<file path="src/rtl/muldiv_pkg.sv">
// Shared types and constants for the iterative multiply/divide engine.
package muldiv_pkg;

  typedef enum logic [1:0] {IDLE, RUN, DONE} muldiv_state_t;

  localparam logic OP_DIV   = 1'b0;
  localparam logic OP_MUL   = 1'b1;
  localparam int   F_OP_BIT = 1;

endpackage

</file>
<file path="src/rtl/muldiv_iter_if.sv">
// Request/result bundle between a mul/div client (master) and the engine (slave).
interface muldiv_iter_if #(parameter int N = 4);

  logic         start;
  logic [3:0]   F;
  logic [N-1:0] a;
  logic [N-1:0] b;
  logic         busy;
  logic         done;
  logic [N-1:0] hi;
  logic [N-1:0] lo;
  logic         dbz;

  modport master (output start, F, a, b, input busy, done, hi, lo, dbz);
  modport slave  (input start, F, a, b, output busy, done, hi, lo, dbz);

endinterface

</file>
<file path="src/rtl/muldiv_iter.sv">
// Radix-2 sequential unsigned multiply (shift-add) / divide (restoring), one bit per clock.
// Results land in separate HI/LO registers that hold their value while the next operation runs.
module muldiv_iter
  import muldiv_pkg::*;
#(
  parameter int N = 4
) (
  input logic          clk,
  input logic          reset,
  muldiv_iter_if.slave bus
);

  localparam int CW = $clog2(N + 1);

  muldiv_state_t  state, state_nxt;
  logic [CW-1:0]  count, count_nxt;
  logic           op_w, op_nxt;
  logic [N-1:0]   b_w, b_nxt;
  logic [2*N-1:0] acc, acc_nxt;
  logic [N-1:0]   rem, rem_nxt;
  logic [N-1:0]   quo, quo_nxt;
  logic [N-1:0]   hi_r, hi_nxt;
  logic [N-1:0]   lo_r, lo_nxt;
  logic           dbz_r, dbz_nxt;

  logic           accept;
  logic [N:0]     mul_sum;
  logic [2*N-1:0] mul_acc;
  logic [N:0]     div_sh;
  logic [N+1:0]   div_t;
  logic           div_ok;
  logic [N-1:0]   div_rem;
  logic [N-1:0]   div_quo;

  assign accept = bus.start && (state == IDLE || state == DONE);

  // Shift-add step: the carry out of the upper half is the extra MSB shifted back in.
  assign mul_sum = {1'b0, acc[2*N-1:N]} + (acc[0] ? {1'b0, b_w} : {(N+1){1'b0}});
  assign mul_acc = {mul_sum, acc[N-1:1]};

  // Restoring step: one spare bit beyond the shifted remainder keeps the sign unambiguous.
  assign div_sh  = {rem, quo[N-1]};
  assign div_t   = {1'b0, div_sh} - {2'b00, b_w};
  assign div_ok  = ~div_t[N+1];
  assign div_rem = div_ok ? div_t[N-1:0] : div_sh[N-1:0];
  assign div_quo = {quo[N-2:0], div_ok};

  always_comb begin
    state_nxt = state;
    count_nxt = count;
    op_nxt    = op_w;
    b_nxt     = b_w;
    acc_nxt   = acc;
    rem_nxt   = rem;
    quo_nxt   = quo;
    hi_nxt    = hi_r;
    lo_nxt    = lo_r;
    dbz_nxt   = dbz_r;

    case (state)
      IDLE, DONE: begin
        if (accept) begin
          op_nxt    = bus.F[F_OP_BIT];
          b_nxt     = bus.b;
          count_nxt = '0;
          dbz_nxt   = 1'b0;
          acc_nxt   = {{N{1'b0}}, bus.a};
          rem_nxt   = '0;
          quo_nxt   = bus.a;
          if (bus.F[F_OP_BIT] == OP_DIV && bus.b == '0) begin
            // Divide by zero skips the iterations and reports immediately.
            state_nxt = DONE;
            hi_nxt    = bus.a;
            lo_nxt    = '1;
            dbz_nxt   = 1'b1;
          end else begin
            state_nxt = RUN;
          end
        end else begin
          state_nxt = IDLE;
        end
      end

      RUN: begin
        count_nxt = count + CW'(1);
        if (op_w == OP_MUL) begin
          acc_nxt = mul_acc;
        end else begin
          rem_nxt = div_rem;
          quo_nxt = div_quo;
        end
        if (count == CW'(N - 1)) begin
          state_nxt = DONE;
          if (op_w == OP_MUL) begin
            hi_nxt = mul_acc[2*N-1:N];
            lo_nxt = mul_acc[N-1:0];
          end else begin
            hi_nxt = div_rem;
            lo_nxt = div_quo;
          end
        end
      end

      default: state_nxt = IDLE;
    endcase
  end

  always_ff @(posedge clk) begin
    op_w <= op_nxt;
    b_w  <= b_nxt;
    acc  <= acc_nxt;
    rem  <= rem_nxt;
    quo  <= quo_nxt;
    if (reset) begin
      state <= IDLE;
      count <= '0;
      hi_r  <= '0;
      lo_r  <= '0;
      dbz_r <= 1'b0;
    end else begin
      state <= state_nxt;
      count <= count_nxt;
      hi_r  <= hi_nxt;
      lo_r  <= lo_nxt;
      dbz_r <= dbz_nxt;
    end
  end

  assign bus.busy = (state == RUN);
  assign bus.done = (state == DONE);
  assign bus.hi   = hi_r;
  assign bus.lo   = lo_r;
  assign bus.dbz  = dbz_r;

endmodule

</file>
<file path="src/flat_wrapper.sv">
// flat-port wrapper written by rule: the top's interface ports become plain ports
module muldiv_iter_flat import muldiv_pkg::*;
#(
  parameter int N = 4
)
  (clk, reset, bus_start, bus_F, bus_a, bus_b, bus_busy, bus_done, bus_hi, bus_lo, bus_dbz);
  muldiv_iter_if #(.N(N)) bus_i ();
  input logic clk;
  input logic reset;
  input wire logic [$bits(bus_i.start)-1:0] bus_start;
  input wire logic [$bits(bus_i.F)-1:0] bus_F;
  input wire logic [$bits(bus_i.a)-1:0] bus_a;
  input wire logic [$bits(bus_i.b)-1:0] bus_b;
  output wire logic [$bits(bus_i.busy)-1:0] bus_busy;
  output wire logic [$bits(bus_i.done)-1:0] bus_done;
  output wire logic [$bits(bus_i.hi)-1:0] bus_hi;
  output wire logic [$bits(bus_i.lo)-1:0] bus_lo;
  output wire logic [$bits(bus_i.dbz)-1:0] bus_dbz;
  assign bus_i.start = bus_start;
  assign bus_i.F = bus_F;
  assign bus_i.a = bus_a;
  assign bus_i.b = bus_b;
  assign bus_busy = bus_i.busy;
  assign bus_done = bus_i.done;
  assign bus_hi = bus_i.hi;
  assign bus_lo = bus_i.lo;
  assign bus_dbz = bus_i.dbz;
  muldiv_iter #(.N(N)) u_core (.clk(clk), .reset(reset), .bus(bus_i));
endmodule
</file>
<file path="config.mk">
export PLATFORM = sky130hd
export DESIGN_NAME = muldiv_iter_flat
export DESIGN_NICKNAME = d
export VERILOG_FILES = /design/src/rtl/muldiv_pkg.sv /design/src/rtl/muldiv_iter_if.sv /design/src/rtl/muldiv_iter.sv /design/src/flat_wrapper.sv
export SDC_FILE = /design/constraint.sdc
export NUM_CORES = 1
export LEC_CHECK = 0
export ABC_AREA = 1
export BUFFER_PORTS_ARGS = -buffer_cell sky130_fd_sc_hd__buf_2
export CAP_MARGIN = 20
export CORE_MARGIN = 2
export CORE_UTILIZATION = 43
export DETAILED_ROUTE_END_ITERATION = 8
export PLACE_DENSITY = 0.71
export SETUP_SLACK_MARGIN = 0.02
export SKIP_LAST_GASP = 1
export SYNTH_ARGS = -nofsm -noshare
export SYNTH_HDL_FRONTEND = slang
export SYNTH_SLANG_ARGS = --single-unit
</file>
<file path="constraint.sdc">
create_clock -name clk -period 2 [get_ports clk]
set_input_delay 0.1 -clock clk [delete_from_list [all_inputs] [get_ports clk]]
set_output_delay 0.1 -clock clk [all_outputs]
set_load 0.01 [all_outputs]
</file>
# [Yosys cells after proc, flatten, opt, wreduce, memory -nomap -nowiden]
# Cells that the tools add are included.
[classes] multipliers=0 n_mux=28 bitwise_logic=2 div_mod_pow=0 n_reduce_logical=12 n_eq_ne=8 addsub=3 magnitude_cmp=0 n_shift=0
[op_table] operator="$mux 4" count=14
[op_table] operator="$pmux 4 s2" count=4
[op_table] operator="$mux 8" count=2
[op_table] operator="$pmux 8 s2" count=1
[op_table] operator="$ne 2x1->1 const B" count=4
[op_table] operator="$mux 2" count=3
[op_table] operator="$pmux 3 s2" count=1
[op_table] operator="$reduce_and 3->1" count=2
[op_table] operator="$sub 5x4->6" count=1
[op_table] operator="$add 4x5->5" count=1
[op_table] operator="$logic_not 4->1" count=1
[op_table] operator="$pmux 2 s2" count=1
[op_table] operator="$reduce_and 2->1" count=2
[op_table] operator="$reduce_and 4->1" count=1
[op_table] operator="$add 3x1->3 const B" count=1
[op_table] operator="$eq 3x2->1 const B" count=1
[op_table] operator="$mux 3" count=1
[op_table] operator="$eq 2x1->1 const B" count=1
[op_table] operator="$eq 2x2->1 const B" count=1
[op_table] operator="$logic_and 1x1->1" count=2
[op_table] operator="$logic_not 2->1" count=1
[op_table] operator="$ne 2x2->1 const B" count=1
[op_table] operator="$not 1->1" count=2
[op_table] operator="$reduce_bool 2->1" count=1
[op_table] operator="other kinds (3)" count=3
[totals] romBits=0 reg_bits=35 inputBits=15 latchBits=0 out_inout_bits=11 n_memories=0 elab_cells=63 mem_bits_rw=0

# [Logic depth before layout (Yosys ltp)]
[depth] depth_word=5 depth_mapped=11 ltp_nobuf=11

# [Worst setup path before layout]
# OpenSTA, ideal clock, no wires.
[synth_timing] path_kind="register -> register" startpoint="register u_core.acc[0]" endpoint="register u_core.hi_r[1], in the netlist u_core.bus.hi[1]" setup_slack_ns=0.445 setup_time_ns=0.070 stages_incl_launch_ff=10 t_arrival_ns=1.485 path_buffers=0 cell_sequence="edfxtp_1 -> nand2_1 -> inv_1 -> ha_1 -> inv_1 -> fa_1 -> xor2_1 -> o21ai_0 -> nand2_1 -> a21oi_1"
[synth_via] elab_chain_len=5
[synth_lines] element="start, declared" line_no="muldiv_iter.sv:19" source="logic [2*N-1:0] acc, acc_nxt;"
[synth_lines] element="start signal, assigned" line_no="muldiv_iter.sv:111" source="acc <= acc_nxt;"
[synth_lines] element="$mux 4" line_no="muldiv_iter.sv:38" source="assign mul_sum = {1'b0, acc[2*N-1:N]} + (acc[0] ? {1'b0, b_w} : {(N+1){1'b0}});"
[synth_lines] element="$add 4x5->5" line_no="muldiv_iter.sv:38"
[synth_lines] element="$mux 4" line_no="muldiv_iter.sv:94" source="if (op_w == OP_MUL) begin"
[synth_lines] element="$mux 4" line_no="muldiv_iter.sv:92" source="if (count == CW'(N - 1)) begin"
[synth_lines] element="$pmux 4 s2" line_no="muldiv_iter.sv:60" source="case (state)"
[synth_lines] element="end signal, assigned" line_no="muldiv_iter.sv:123" source="hi_r <= hi_nxt;"
[synth_lines] element="end, declared" line_no="muldiv_iter.sv:22" source="logic [N-1:0] hi_r, hi_nxt;"
# No other way between the ends. The select of a mux whose other input is x is not followed.
# A chain may end at the register's enable or synchronous reset.

# [Worst setup path in the final report]
# Ends and elaborated chain as after synthesis.

==> results_dict.tcl <==
set metrics [dict create \
    power_density_nw_per_um2 841 \
    synth_nets 235 \
    skew_ns 0.00682 \
    maxSlewViolCount 0 \
    dp_hpwl_um 2730 \
    p_total_w 0.00177 \
    critical_path_class "flip-flop to flip-flop" \
    num_rows 23 \
    ctsResizeCount 0 \
    overflow 0 \
    cts_root_buffer "clkbuf_8" \
    synth_common_cells "nand2_1, inv_1, a21oi_1, edfxtp_1, nor2_1" \
    vdd_ir_drop_max_v 0.000667 \
    power.leakage_nw 1.01 \
    ys_ff_latch 35 \
    rsz0062_at_grt "false" \
    num_vias 1435 \
    clk_pin_slew_ns 0.07 \
    drt_pass1_iterations 4 \
    cp_slowest_cell "fa_1" \
    drive_gt1_frac 0.167 \
    place_congestion 0.811 \
    end_kind "flip-flop" \
    grt_pass1_vias 1360 \
    drt_iter0_drc 46 \
    path_buf_inv 2 \
    antenna_found_initial 0 \
    yosys_warnings 0 \
    grt_pass1_wl_um 6180 \
    areaGrowthSynthToFinish_pct 16.2 \
    synthCells 208 \
    start_util 0.449 \
    relSlewSlack 0.743 \
    antennaDiodeCount 0 \
    tns_ns 0 \
    cts_tree "built" \
    dieHeight_um 68.9 \
    crit_family "adder cells" \
    timing.hold.ws_ns 0.0456 \
    fin_nets 266 \
    grt_use_total 0.183 \
    cp_max_fo 4 \
    finalSetupViolations 0 \
    ant_nets 0 \
    dieArea_um2 4740 \
    fp.dieW_um 68.9 \
    period_share 0.883 \
    fmax_ghz 0.566 \
    status "complete, no violations" \
    routed_wl_um 3750 \
    ios 26 \
    yosysTopAreaCell "edfxtp_1" \
    worstSetupStartpointType "flip-flop" \
    netlist_top_cells_area "edfxtp_1, dfxtp_1, nand2_1" \
    wl_per_cell_um 12.9 \
    synth_seq_area_share 0.503 \
    synth_cell_types 25 \
    grt_max_degree 24 \
    critPathLaunch "u_core.acc[0]" \
    hold_path.class "input port to flip-flop" \
    synth_top_area_share 0.349 \
    ys.flop_type "edfxtp_1" \
    cts_buffers 5 \
    worstHoldStart "reset" \
    required_ns 2.22 \
    slowest_delay_ns 0.40 \
    design.core.area_um2 4030 \
    syn_area_um2 1810 \
    viasPerCell 4.95 \
    portBuffers 22 \
    synth_edf_count 21 \
    worstSkewPairLatency_ns 0.28 \
    post-route-drc-count 0 \
    synth.avg_cell_area_um2 8.70 \
    cts.sinks 35 \
    crit_path_cell_trace "nand2_1, inv_1, ha_1, inv_1, fa_1, xor2_1, o21ai_0, nand2_1, a21oi_1" \
    period_needed_ns 1.77 \
    yosysMostFrequentCell "nand2_1" \
    hold_violations 0 \
    clock_path_buffers 2 \
    worstReg2RegStart "u_core.acc[0]" \
    htreeDepth 2 \
    tightest_slew_ns 0.385 \
    drv_cap 0 \
    async_flop_share 0 \
    postCtsSetupBuffers 0 \
    arrival_ns 1.98 \
]
## layout make-up
type | count | area, µm²
flip-flops and latches | 35 | 911
clock buffers | 8 | 80.1
inverters | 33 | 126
multi-input cells | 136 | 754
well taps | 50 | 62.6
repair buffers | 28 | 168
fillers | 387 | 1930
## power breakdown
group	total (W)	internal (W)	switching, W
logic	0.000386	0.000140	0.000246
registers	0.000893	0.000853	0.0000398
clock network	0.000488	0.000247	0.000241
## worst paths after layout
path	endpoint	slack, ns	cells past startpoint
hold reg to reg	u_core.count[0]	0.47	1
setup reg to reg	u_core.bus.hi[1]	0.23	9
setup / recovery	u_core.bus.hi[1]	0.23	9
hold / removal	u_core.count[2]	0.05	2
## cell families after synthesis
family                     after synthesis  synth area share
xor gates and xnor gates                 2           0.00968
and+or+nand+nor                         82             0.202
AOI/OAI and AO/OA                       40             0.114
DFF                                     35             0.503
buffers and inverters                   37            0.0795
adders and majority gates               12            0.0913
## cells in the final DEF, fill, tap and decap left out, drive strengths merged, types with 5 or more instances in the layout
cell type,instances
edfxtp,21
inv,33
a21oi,21
nor2,16
ha,10
buf,23
o21ai,16
nand3,13
nand2,50
clkbuf,8
dfxtp,14
dlygate4sd3,5
## layer usage
metal | wire [µm] | up-vias | track usage | part of all wire
met4 | 21 | 0 | 0.0588 | 0.0056
met3 | 134 | 4 | 0.0487 | 0.036
met1 | 1710 | 660 | 0.230 | 0.46
li1 | - | 743 | - | -
met2 | 1880 | 28 | 0.305 | 0.50
met5 | 0 | - | 0 | 0
## state kept, by name, summed over array words and instances (netlist names)
register,count
u_core.acc,8
u_core.b_w,4
u_core.bus.dbz,1
u_core.bus.hi,4
u_core.bus.lo,4
u_core.count,3
u_core.op_w,1
u_core.quo,4
u_core.rem,4
u_core.state,2
## timing repair
action | 4_1_cts | 5_1_grt
setup endpoints to repair | 0 | 0
hold endpoints to repair | 5 | 0
hold buffers | 5 | 0
## metrics by stage
stage	utilization	setup WS [ns]	std cells	instance area (µm²)
floorplan	-	0.445	208	1810
global placement	0.489	0.274	277	1970
detailed placement	0.489	0.216	277	1970
CTS	0.522	0.195	290	2100
global route	0.522	0.0700	290	2100
finish	0.522	0.234	290	2100
Note: power is estimated with default switching activity, not from simulation.
